==> src/rtl/meter_avg_multi_if.sv <==
// ADC-side bus shared by all channels: one conversion strobe, channel-0 busy/valid and packed samples.
interface meter_avg_multi_if #(
    parameter int unsigned NUM_CH   = 4,
    parameter int unsigned ADC_BITS = 12
);
    logic                         adc_start;
    logic                         adc_busy;
    logic                         adc_valid;
    logic [NUM_CH*ADC_BITS-1:0]   adc_data;

    modport master (output adc_start, input adc_busy, input adc_valid, input adc_data);
    modport slave  (input adc_start, output adc_busy, output adc_valid, output adc_data);
endinterface

==> src/rtl/meter_avg_multi.sv <==
// Multi-channel burst averager: boxcar-averages 2**AVG_LOG2 conversions per channel
// and publishes the averages plus a V*I product for one selected channel pair.
module meter_avg_multi #(
    parameter int unsigned NUM_CH      = 4,
    parameter int unsigned ADC_BITS    = 12,
    parameter int unsigned AVG_LOG2    = 4,
    parameter int unsigned TIMEOUT_CYC = 4096
) (
    input  logic                         clk,
    input  logic                         rst_n,
    input  logic                         i_start,
    input  logic                         i_continuous,
    input  logic                         i_abort,
    input  logic [2:0]                   i_pwr_sel_v,
    input  logic [2:0]                   i_pwr_sel_i,
    meter_avg_multi_if.master            adc,
    output logic                         o_busy,
    output logic [NUM_CH*ADC_BITS-1:0]   o_avg_data,
    output logic [2*ADC_BITS-1:0]        o_pwr_data,
    output logic                         o_done,
    output logic                         o_err_timeout,
    output logic [AVG_LOG2:0]            o_sample_cnt
);

    localparam int unsigned ACC_W = ADC_BITS + AVG_LOG2;
    localparam int unsigned CNT_W = AVG_LOG2 + 1;
    localparam int unsigned PWR_W = 2 * ADC_BITS;
    localparam int unsigned TMR_W = $clog2(TIMEOUT_CYC + 1);
    localparam int unsigned NSAMP = 1 << AVG_LOG2;
    localparam logic [CNT_W-1:0] CNT_FULL = CNT_W'(NSAMP);
    localparam logic [TMR_W-1:0] TMR_LAST = TMR_W'(TIMEOUT_CYC - 1);

    typedef enum logic [2:0] {
        S_IDLE, S_CONVERT, S_WAIT_IDLE, S_ACCUM, S_PUBLISH, S_POWER
    } state_t;

    state_t                      r_state;
    state_t                      w_next;
    logic [ADC_BITS-1:0]         r_lat [NUM_CH];
    logic [ACC_W-1:0]            r_acc [NUM_CH];
    logic [ADC_BITS-1:0]         r_avg [NUM_CH];
    logic [CNT_W-1:0]            r_cnt;
    logic [TMR_W-1:0]            r_tmr;
    logic                        r_adc_start;
    logic                        r_busy;
    logic [NUM_CH*ADC_BITS-1:0]  r_avg_pk;
    logic [PWR_W-1:0]            r_pwr;
    logic                        r_done;
    logic                        r_err;

    logic                        w_adc_start;
    logic                        w_clr_err;
    logic                        w_clr_acc;
    logic                        w_timeout;
    logic                        w_latch;
    logic                        w_accum;
    logic                        w_publish;
    logic                        w_power;
    logic [CNT_W-1:0]            w_cnt_inc;
    logic [ADC_BITS-1:0]         w_av;
    logic [ADC_BITS-1:0]         w_ai;

    assign w_cnt_inc = r_cnt + CNT_W'(1);

    always_ff @(posedge clk or negedge rst_n) begin
        if (!rst_n) r_state <= S_IDLE;
        else        r_state <= w_next;
    end

    // Next state and one-cycle datapath strobes; abort outranks timeout, timeout outranks valid.
    always_comb begin
        w_next      = r_state;
        w_adc_start = 1'b0;
        w_clr_err   = 1'b0;
        w_clr_acc   = 1'b0;
        w_timeout   = 1'b0;
        w_latch     = 1'b0;
        w_accum     = 1'b0;
        w_publish   = 1'b0;
        w_power     = 1'b0;
        case (r_state)
            S_IDLE: begin
                if (i_start) begin
                    w_clr_err   = 1'b1;
                    w_clr_acc   = 1'b1;
                    w_adc_start = 1'b1;
                    w_next      = S_CONVERT;
                end
            end
            S_CONVERT: begin
                if (i_abort) begin
                    w_next = S_IDLE;
                end else if (r_tmr == TMR_LAST) begin
                    w_timeout = 1'b1;
                    w_next    = S_IDLE;
                end else if (adc.adc_valid) begin
                    w_latch = 1'b1;
                    w_next  = S_WAIT_IDLE;
                end
            end
            S_WAIT_IDLE: begin
                if (i_abort)             w_next = S_IDLE;
                else if (!adc.adc_busy)  w_next = S_ACCUM;
            end
            S_ACCUM: begin
                if (i_abort) begin
                    w_next = S_IDLE;
                end else begin
                    w_accum = 1'b1;
                    if (w_cnt_inc < CNT_FULL) begin
                        w_adc_start = 1'b1;
                        w_next      = S_CONVERT;
                    end else begin
                        w_next = S_PUBLISH;
                    end
                end
            end
            S_PUBLISH: begin
                if (i_abort) begin
                    w_next = S_IDLE;
                end else begin
                    w_publish = 1'b1;
                    w_next    = S_POWER;
                end
            end
            S_POWER: begin
                if (i_abort) begin
                    w_next = S_IDLE;
                end else begin
                    w_power = 1'b1;
                    if (i_continuous) begin
                        w_clr_acc   = 1'b1;
                        w_adc_start = 1'b1;
                        w_next      = S_CONVERT;
                    end else begin
                        w_next = S_IDLE;
                    end
                end
            end
            default: w_next = S_IDLE;
        endcase
    end

    // Power operand select; out-of-range indices fall back to channel 0.
    always_comb begin
        w_av = r_avg[0];
        w_ai = r_avg[0];
        for (int unsigned k = 0; k < NUM_CH; k++) begin
            if (i_pwr_sel_v == 3'(k)) w_av = r_avg[k];
            if (i_pwr_sel_i == 3'(k)) w_ai = r_avg[k];
        end
    end

    always_ff @(posedge clk or negedge rst_n) begin
        if (!rst_n) begin
            r_cnt       <= '0;
            r_tmr       <= '0;
            r_adc_start <= 1'b0;
            r_busy      <= 1'b0;
            r_avg_pk    <= '0;
            r_pwr       <= '0;
            r_done      <= 1'b0;
            r_err       <= 1'b0;
            for (int unsigned k = 0; k < NUM_CH; k++) begin
                r_lat[k] <= '0;
                r_acc[k] <= '0;
                r_avg[k] <= '0;
            end
        end else begin
            r_adc_start <= w_adc_start;
            r_busy      <= (w_next != S_IDLE);
            r_done      <= w_power;
            r_tmr       <= (r_state == S_CONVERT) ? r_tmr + TMR_W'(1) : '0;

            if (w_clr_err)      r_err <= 1'b0;
            else if (w_timeout) r_err <= 1'b1;

            if (w_clr_acc)      r_cnt <= '0;
            else if (w_accum)   r_cnt <= w_cnt_inc;

            for (int unsigned k = 0; k < NUM_CH; k++) begin
                if (w_latch)        r_lat[k] <= adc.adc_data[k*ADC_BITS +: ADC_BITS];
                if (w_clr_acc)      r_acc[k] <= '0;
                else if (w_accum)   r_acc[k] <= r_acc[k] + ACC_W'(r_lat[k]);
                if (w_publish)      r_avg[k] <= ADC_BITS'(r_acc[k] >> AVG_LOG2);
                if (w_power)        r_avg_pk[k*ADC_BITS +: ADC_BITS] <= r_avg[k];
            end

            if (w_power) r_pwr <= PWR_W'(w_av) * PWR_W'(w_ai);
        end
    end

    assign adc.adc_start   = r_adc_start;
    assign o_busy          = r_busy;
    assign o_avg_data      = r_avg_pk;
    assign o_pwr_data      = r_pwr;
    assign o_done          = r_done;
    assign o_err_timeout   = r_err;
    assign o_sample_cnt    = r_cnt;

endmodule
==> src/flat_wrapper.sv <==
// flat-port wrapper written by rule: the top's interface ports become plain ports
module meter_avg_multi_flat 
#(
    parameter int unsigned NUM_CH      = 4,
    parameter int unsigned ADC_BITS    = 12,
    parameter int unsigned AVG_LOG2    = 4,
    parameter int unsigned TIMEOUT_CYC = 4096
)
  (clk, rst_n, i_start, i_continuous, i_abort, i_pwr_sel_v, i_pwr_sel_i, o_busy, o_avg_data, o_pwr_data, o_done, o_err_timeout, o_sample_cnt, adc_adc_start, adc_adc_busy, adc_adc_valid, adc_adc_data);
  meter_avg_multi_if #(.NUM_CH(NUM_CH), .ADC_BITS(ADC_BITS)) adc_i ();
  input  logic clk;
  input  logic rst_n;
  input  logic i_start;
  input  logic i_continuous;
  input  logic i_abort;
  input  logic [2:0] i_pwr_sel_v;
  input  logic [2:0] i_pwr_sel_i;
  output logic o_busy;
  output logic [NUM_CH*ADC_BITS-1:0] o_avg_data;
  output logic [2*ADC_BITS-1:0] o_pwr_data;
  output logic o_done;
  output logic o_err_timeout;
  output logic [AVG_LOG2:0] o_sample_cnt;
  output wire logic [$bits(adc_i.adc_start)-1:0] adc_adc_start;
  input wire logic [$bits(adc_i.adc_busy)-1:0] adc_adc_busy;
  input wire logic [$bits(adc_i.adc_valid)-1:0] adc_adc_valid;
  input wire logic [$bits(adc_i.adc_data)-1:0] adc_adc_data;
  assign adc_adc_start = adc_i.adc_start;
  assign adc_i.adc_busy = adc_adc_busy;
  assign adc_i.adc_valid = adc_adc_valid;
  assign adc_i.adc_data = adc_adc_data;
  meter_avg_multi #(.NUM_CH(NUM_CH), .ADC_BITS(ADC_BITS), .AVG_LOG2(AVG_LOG2), .TIMEOUT_CYC(TIMEOUT_CYC)) u_core (.clk(clk), .rst_n(rst_n), .i_start(i_start), .i_continuous(i_continuous), .i_abort(i_abort), .i_pwr_sel_v(i_pwr_sel_v), .i_pwr_sel_i(i_pwr_sel_i), .adc(adc_i), .o_busy(o_busy), .o_avg_data(o_avg_data), .o_pwr_data(o_pwr_data), .o_done(o_done), .o_err_timeout(o_err_timeout), .o_sample_cnt(o_sample_cnt));
endmodule
==> config.mk <==
export PLATFORM = sky130hd
export DESIGN_NAME = meter_avg_multi_flat
export DESIGN_NICKNAME = d
export VERILOG_FILES = /design/src/rtl/meter_avg_multi_if.sv /design/src/rtl/meter_avg_multi.sv /design/src/flat_wrapper.sv
export SDC_FILE = /design/constraint.sdc
export NUM_CORES = 1
export LEC_CHECK = 0
export BUFFER_PORTS_ARGS = -buffer_cell sky130_fd_sc_hd__buf_2
export CAP_MARGIN = 20
export CORE_MARGIN = 2
export CORE_UTILIZATION = 36
export CTS_BUF_LIST = sky130_fd_sc_hd__clkbuf_2
export DETAILED_ROUTE_END_ITERATION = 6
export RECOVER_POWER = 50
export SLEW_MARGIN = 20
export SYNTH_ARGS = -nofsm -noshare
export SYNTH_HDL_FRONTEND = slang
export SYNTH_SLANG_ARGS = --single-unit
==> constraint.sdc <==
create_clock -name clk -period 6.01 [get_ports clk]
set_clock_uncertainty 0.2 [all_clocks]
set_input_delay 0 -clock clk [delete_from_list [all_inputs] [get_ports clk]]
set_output_delay 0 -clock clk [all_outputs]
set_load 0.01 [all_outputs]
==> metrics.md, run 1 <==
| Metric | Value |
|---|---|
| CTS tree | `built` |
| Worst min path class | `in2reg` |
| Number of synthesized flops with an enable pin | `0` |
| Number of synthesis warnings | `0` |
| Yosys top cell area share | `0.3681` |
| Clk_lat worst skew | `1.02 ns` |
| WP data arrival | `6.50 ns` |
| Post-Syn Area | `0.01747 mm2` |
| Core box area | `0.04785 mm2` |
| Yosys cell types | `69` |
| Share of layout cells above drive strength 1 | `0.2089` |
| Setup violators final | `0` |
| Num rows | `80` |
| DR vias | `14562` |
| Synth top area cells | `dfrtp_1 37%, fa_1 12%, ha_1 8.0%, nand2_1 7.2%, mux2_2 5.0%` |
| Clock Path Buffers | `3` |
| CTS H-Tree Depth | `3` |
| Main flop type after synthesis | `dfrtp_1` |
| DPL Wire Length | `36.49 mm` |
| Max_cap viols | `2` |
| WL/cell | `17.21 um` |
| Minimum clock period | `5.887 ns` |
| Synthesized flop and latch total | `257` |
| Ports | `142` |
| Max Slew Vio Count | `259` |
| Status | `complete, but fails checks` |
| Routability Congestion | `0.9372` |
| Failing checks | `max-capacitance violations, max-slew violations` |
| Root Buffer | `clkbuf_2` |
| Pwr/cell area | `265.7 mW/mm2` |
| RSZ-0062 raised after global routing | `yes` |
| P&R area growth vs syn | `25.67%` |
| Drt pass-1 iters | `5` |
| CTS Buf Count | `72` |
| Headroom to the max-slew limit | `-1.721` |
| Startpoint types | `flip-flop` |
| Sequential share of the synthesized area | `0.3681` |
| Leak pwr | `11.39 nW` |
| Critical Path Fanout Max | `4` |
| Final wirelength | `49.98 mm` |
| Final Util | `0.4589` |
| Post-route ant nets | `0` |
| Die Span Y | `224.3 um` |
| Mean Syn Cell Area | `9.584 um2` |
| Ys async rst share | `1.000` |
| Clock Sinks | `257` |
| Area after DPL | `0.01946 mm2` |
| Initial antenna violation count | `4` |
| Die area | `0.05031 mm2` |
| Top-count cell post-synth | `nand2_1` |
| Worst VDD drop | `0.2105 mV` |
| Worst-margin pin slew | `4.081 ns` |
| Cell taking the most area after synthesis | `dfrtp_1` |
| Initial DRC count | `772` |
| Hold Fails Final Rpt | `0` |
| Starting Density | `0.3652` |
| Max Fclk | `0.1699 GHz` |
| Crit share post-route | `0.9796` |
| GRT Util Overall | `0.2012` |
| Largest net degree at the start of global routing | `162` |
| Port Buffers | `141` |
| Hold depth | `10` |
| GRT overflow | `0` |
| R2R cell count | `18` |
| First-pass GRT wire length | `79.11 mm` |
| Cell count after synthesis | `1823` |
| Vias in the first global route | `14884` |
| CP endpoint kind | `flip-flop` |
| # DRC | `0` |
| Post-layout nets | `2519` |
| Vias per inst | `5.013` |
| WS Path Type | `reg2reg` |
| Fin area | `0.02196 mm2` |
| Synthesized Nets | `2100` |
| Post-synth top cells | `334 x nand2_1, 257 x dfrtp_1, 177 x inv_1, 137 x nor2_1, 112 x ha_1` |
| Critical Path RT | `6.62 ns` |
| Die width | `224.3 um` |
| Clk slew on worst S/H paths | `0.10 ns` |
[power by group]
part	internal [W]	leakage (nW)	switching [W]	total, W
logic	0.00116	7.42	0.00109	0.00225
clock network	0.000598	0.513	0.000783	0.00138
registers	0.00199	3.46	0.000213	0.00221
total	0.00375	11.4	0.00209	0.00583
[stage by stage]
stage,TNS [ns],power (W),setup WS [ns],hold slack [ns],std cells
after floorplan,0,0.003570,0.09657,-0.4956,1823
after global placement,-0.09377,0.004091,-0.09377,-0.1034,2608
after detailed placement,-0.1710,0.004150,-0.1710,-0.09283,2608
after CTS,0,0.005878,0.02557,0.05236,2896
after global routing,-0.04821,0.006313,-0.04821,0.1708,2905
final,0,0.005835,0.1226,0.1903,2905
[layout by cell type (no fill, tap or decap), drive strengths merged, types with 31 or more instances in the layout]
cell type / count
nand2: 335
clkbuf: 146
fa: 104
ha: 112
dlygate4sd3: 167
buf: 208
xor2: 31
a21oi: 70
nor2: 138
o21ai: 78
mux2: 98
inv: 178
dfrtp: 257
nand3: 43
xnor2: 35
[cell type report]
cell class / instances / area, um2
flip-flops and latches: 257 / 6431
clock buffers: 106 / 530.5
well taps: 615 / 769.5
repair buffers: 415 / 3153
diodes: 2 / 5.005
inverters: 178 / 669.4
multi-input cells: 1318 / 10250
fillers: 4657 / 25890
clock inverters: 14 / 148.9
[critical path, stage by stage (launching register included)]
cell and delay [ns]:
dfrtp_1 0.42, mux2i_1 0.31, a21oi_2 0.15, o22ai_1 0.22, nor2_1 0.10, fa_1 0.52
fa_1 0.44, fa_1 0.53, fa_1 0.55, inv_1 0.06, fa_1 0.53, inv_1 0.04
ha_1 0.29, or2_2 0.31, a31o_2 0.29, o2111ai_4 0.24, a21oi_2 0.12, o2111ai_2 0.21
o311ai_1 0.15
[timing repair]
item,CTS,global route
cloned,0,1
pin swaps,1,8
buffers inserted,0,6
gates resized for setup,11,25
endpoints found under the hold margin,468,0
endpoints found under the setup margin,2,8
hold buffers,168,0
[flip-flops by register name, summed over array words and instances (netlist names)]
register / count
u_core.adc.adc_start: 1
u_core.o_avg_data: 48
u_core.o_busy: 1
u_core.o_done: 1
u_core.o_err_timeout: 1
u_core.o_pwr_data: 24
u_core.o_sample_cnt: 5
u_core.r_acc: 64
u_core.r_avg: 48
u_core.r_lat: 48
u_core.r_state: 3
u_core.r_tmr: 13
[per-layer routing]
metal  part of all wire  track usage
met1               0.43       0.2483
met2               0.49       0.3483
met3              0.038      0.03449
met4              0.034      0.08460
met5            0.00048            0
[path summary, 6_finish.rpt]
check | start | end | slack [ns]
worst max-delay path | u_core.r_avg[18]$_DFFE_PN0P_ | u_core.o_pwr_data[22]$_DFFE_PN0P_ | 0.12
worst min-delay path | i_pwr_sel_i[0] | u_core.o_pwr_data[23]$_DFFE_PN0P_ | 0.19
worst max register to register | u_core.r_avg[18]$_DFFE_PN0P_ | u_core.o_pwr_data[22]$_DFFE_PN0P_ | 0.12
worst min register to register | u_core.o_avg_data[5]$_DFFE_PN0P_ | u_core.o_avg_data[5]$_DFFE_PN0P_ | 0.28
max in group asynchronous | rst_n | u_core.r_lat[1]$_DFFE_PN0P_ | 1.12
min in group asynchronous | rst_n | u_core.o_sample_cnt[1]$_DFFE_PN0P_ | 1.45
[kinds of logic (layout without fill, tap and decap cells)]
kind of cell,count (synthesis),in the layout,synth area share
compound gates,290,291,0.1078
xor+xnor,66,66,0.03308
fa+ha+maj,216,216,0.1994
buf+inv,249,713,0.05614
flops,257,257,0.3681
mux,127,127,0.08407
other cells,0,2,0
simple gates,618,618,0.1514
Note: power is estimated with default switching activity, not from simulation.
==> run 2: changes to the inputs <==
--- a/config.mk
+++ b/config.mk
@@ -5,12 +5,13 @@
 export SDC_FILE = /design/constraint.sdc
 export NUM_CORES = 1
 export LEC_CHECK = 0
-export BUFFER_PORTS_ARGS = -buffer_cell sky130_fd_sc_hd__buf_2
+export BUFFER_PORTS_ARGS = -buffer_cell sky130_fd_sc_hd__clkbuf_2
 export CAP_MARGIN = 20
 export CORE_MARGIN = 2
 export CORE_UTILIZATION = 36
 export CTS_BUF_LIST = sky130_fd_sc_hd__clkbuf_2
 export DETAILED_ROUTE_END_ITERATION = 6
+export PLACE_DENSITY_LB_ADDON = 0.15
 export RECOVER_POWER = 50
 export SLEW_MARGIN = 20
 export SYNTH_ARGS = -nofsm -noshare
==> metrics.md, run 2 (synthesized netlist as in run 1, its figures left out) <==
| Metric | Value |
|---|---|
| Status | `complete, but fails checks (unchanged)` |
| Failing checks | `max-capacitance violations, max-slew violations (unchanged)` |
| Crit share post-route | `0.9718 (was 0.9796)` |
| Cell internal pwr | `0.003696 W (was 0.003746 W)` |
| Slowest cell on crit path | `fa_1 (unchanged)` |
| Vias per inst | `4.914 (was 5.013)` |
| Headroom to the max-slew limit | `-0.7595 (was -1.721)` |
| DPL Wire Length | `36.79 mm (was 36.49 mm)` |
| Vias in the first global route | `14915 (was 14884)` |
| Worst VDD drop | `0.1995 mV (was 0.2105 mV)` |
| Startpoint types | `flip-flop (unchanged)` |
| Clock Path Buffers | `3 (unchanged)` |
| CP endpoint kind | `flip-flop (unchanged)` |
| Max reg flops | `64 (unchanged)` |
| P_sw | `0.002116 W (was 0.002089 W)` |
| Hold Fails Final Rpt | `0 (unchanged)` |
| Commonest non-fill, non-tap cell in the layout | `nand2_1 (unchanged)` |
| Clk_lat worst skew | `1.06 ns (was 1.02 ns)` |
| CP dominant cell by count | `fa_1 (unchanged)` |
| Die width | `224.3 um (unchanged)` |
| R2R Path End | `u_core.o_pwr_data[20]$_DFFE_PN0P_ (was u_core.o_pwr_data[22]$_DFFE_PN0P_)` |
| Critical Path Fanout Max | `6 (was 4)` |
| Routability Congestion | `0.9143 (was 0.9372)` |
| Crit path buf inv count | `4 (was 2)` |
| CTS H-Tree Depth | `3 (unchanged)` |
| Most frequent cells in the layout | `333 x nand2_1, 254 x dfrtp_1, 199 x clkbuf_2, 176 x inv_1, 167 x dlygate4sd3_1 (was 334 x nand2_1, 257 x dfrtp_1, 176 x inv_1, 167 x dlygate4sd3_1, 135 x nor2_1)` |
| Initial DRC count | `583 (was 772)` |
| P&R area growth vs syn | `25.76% (was 25.67%)` |
| Inst Count DP | `2613 (was 2608)` |
| Clk slew on worst S/H paths | `0.09 ns (was 0.10 ns)` |
| Part of the power in registers | `0.379 (was 0.378)` |
| Sw frac | `0.3640 (was 0.3580)` |
| Critical Path, Cell by Cell | `mux2i_1 > a21oi_1 > o22a_2 > nand2_1 > fa_1 > fa_1 > inv_1 > fa_1 > fa_1 > inv_1 > fa_1 > inv_1 > ha_1 > or2_2 > a31o_2 > o2111ai_4 > a21oi_2 > buf_4 > o31ai_1 (was mux2i_1 > a21oi_2 > o22ai_1 > nor2_1 > fa_1 > fa_1 > fa_1 > fa_1 > inv_1 > fa_1 > inv_1 > ha_1 > or2_2 > a31o_2 > o2111ai_4 > a21oi_2 > o2111ai_2 > o311ai_1)` |
| Final wirelength | `50.18 mm (was 49.98 mm)` |
| # DRC | `0 (unchanged)` |
| Hold path start | `i_pwr_sel_v[0] (was i_pwr_sel_i[0])` |
| CTS Buf Count | `73 (was 72)` |
| Root Buffer | `clkbuf_2 (unchanged)` |
| Post-route ant nets | `0 (unchanged)` |
| First-pass GRT wire length | `79.73 mm (was 79.11 mm)` |
| R2r startpoint | `u_core.r_avg[7]$_DFFE_PN0P_ (was u_core.r_avg[18]$_DFFE_PN0P_)` |
| WL/cell | `17.19 um (was 17.21 um)` |
| Critical Path RT | `6.72 ns (was 6.62 ns)` |
| Ports | `142 (unchanged)` |
| Share of layout cells above drive strength 1 | `0.2058 (was 0.2089)` |
| Max Fclk | `0.1712 GHz (was 0.1699 GHz)` |
| Reg with most FFs | `u_core.r_acc (unchanged)` |
| Setup violators final | `0 (unchanged)` |
| CTS tree | `built (unchanged)` |
| DR vias | `14344 (was 14562)` |
| Non-filler cells, final | `2919 (was 2905)` |
| Largest net degree at the start of global routing | `158 (was 162)` |
| Num rows | `80 (unchanged)` |
| GRT Util Overall | `0.2034 (was 0.2012)` |
| Clock Sinks | `257 (unchanged)` |
| Port Buffers | `141 (unchanged)` |
| Max_cap viols | `1 (was 2)` |
| Combinational power share | `0.388 (was 0.385)` |
| GRT overflow | `0 (unchanged)` |
| Starting Density | `0.3652 (unchanged)` |
| Setup ws final | `0.1694 ns (was 0.1226 ns)` |
| CP top delay family | `adder cells (unchanged)` |
| Pwr/cell area | `264.5 mW/mm2 (was 265.7 mW/mm2)` |
| Worst R2R Setup Slack | `0.17 ns (was 0.12 ns)` |
| WS Path Type | `reg2reg (unchanged)` |
| WP data arrival | `6.55 ns (was 6.50 ns)` |
| Worst min path class | `in2reg (unchanged)` |
| Max Slew Vio Count | `101 (was 259)` |
| Leak pwr | `11.32 nW (was 11.39 nW)` |
| Hold depth | `10 (unchanged)` |
| Fin Setup TNS | `0 ns (unchanged)` |
| Slowest stage delay, CP | `0.54 ns (was 0.55 ns)` |
| Core box area | `0.04785 mm2 (unchanged)` |
| Dpl ws | `-0.1142 ns (was -0.1710 ns)` |
| Minimum clock period | `5.841 ns (was 5.887 ns)` |
| Clk network pwr share | `0.233 (was 0.237)` |
| Initial antenna violation count | `2 (was 4)` |
| R2R cell count | `19 (was 18)` |
| Die area | `0.05031 mm2 (unchanged)` |
| Fill count | `4763 (was 4657)` |
| Drt pass-1 iters | `4 (was 5)` |
| Die Span Y | `224.3 um (unchanged)` |
| Post-layout nets | `2522 (was 2519)` |
| Worst hold endpoint | `u_core.o_pwr_data[2]$_DFFE_PN0P_ (was u_core.o_pwr_data[23]$_DFFE_PN0P_)` |
| Worst-margin pin slew | `2.639 ns (was 4.081 ns)` |
## run 2: changes by cell type in the layout (fill, tap and decap cells not counted), moves of 4 or more
cell      delta
diode_2      +4
buf_2      -103
clkbuf_1    +18
a21oi_1      +4
clkbuf_2    +91
a21oi_2      -4
## run 2: repair_timing
item	4_1_cts	5_1_grt
endpoints found under the setup margin	5	10
hold buffers	168	0
pin swaps	0	13
endpoints found under the hold margin	469	0
resized for setup	4	37
setup buffers	0	4
## run 2: metal layers
layer	GRT usage	wire [um]
met2	0.3586	25260
met5	0	0
met4	0.07242	1496
met1	0.2519	21790
met3	0.03305	1634
## run 2: final cells by class
cell class | instances | area [um2] | share of cell area
Timing Repair Buffer | 418 | 3159 | 0.1438
Inverter | 178 | 668.1 | 0.03041
Multi-Input combinational cell | 1317 | 10250 | 0.4666
Antenna cell | 6 | 15.01 | 0.0006833
Clock inverter | 15 | 107.6 | 0.004897
Tap cell | 615 | 769.5 | 0.03502
Sequential cell | 257 | 6435 | 0.2929
Clock buffer | 113 | 565.5 | 0.02574
## run 2: worst max path at each step
stage	from	to	slack, ns	cells past startpoint
6_report	u_core.r_avg[7]$_DFFE_PN0P_	u_core.o_pwr_data[20]$_DFFE_PN0P_	0.17	19
5_1_grt	u_core.r_avg[20]$_DFFE_PN0P_	u_core.o_pwr_data[20]$_DFFE_PN0P_	-0.02	21
4_1_cts	u_core.r_avg[11]$_DFFE_PN0P_	u_core.o_pwr_data[22]$_DFFE_PN0P_	0.02	18
3_5_place_dp	u_core.r_avg[3]$_DFFE_PN0P_	u_core.o_pwr_data[22]$_DFFE_PN0P_	-0.11	19
3_3_place_gp	u_core.r_avg[3]$_DFFE_PN0P_	u_core.o_pwr_data[22]$_DFFE_PN0P_	-0.06	19
2_1_floorplan	u_core.r_avg[11]$_DFFE_PN0P_	u_core.o_pwr_data[22]$_DFFE_PN0P_	0.1	17
## run 2: worst min-delay path: cells and delay by family
family                     cells  cell delay [ns]
and+or+nand+nor                3             0.19
AOI/OAI and AO/OA              2             0.29
buffers and inverters          3             0.57
adders and majority gates      2             0.27
## run 2: power by group through the flow
stage | sequential (W) | combinational, W | clock, W
2_1_floorplan | 0.00217 | 0.00140 | 0
3_3_place_gp | 0.00224 | 0.00188 | 0
3_5_place_dp | 0.00224 | 0.00191 | 0
4_1_cts | 0.00221 | 0.00223 | 0.00142
5_1_grt | 0.00224 | 0.00254 | 0.00151
6_report | 0.00221 | 0.00225 | 0.00135
## run 2: metrics by stage
step	total power (W)	hold slack, ns	util	area [um2]
after floorplan	0.003570	-0.4956	-	17470
after global placement	0.004111	-0.07539	0.4072	19480
after detailed placement	0.004157	-0.06895	0.4072	19480
after CTS	0.005863	0.06065	0.4571	21870
after global routing	0.006287	0.1344	0.4592	21970
final	0.005811	0.1697	0.4592	21970
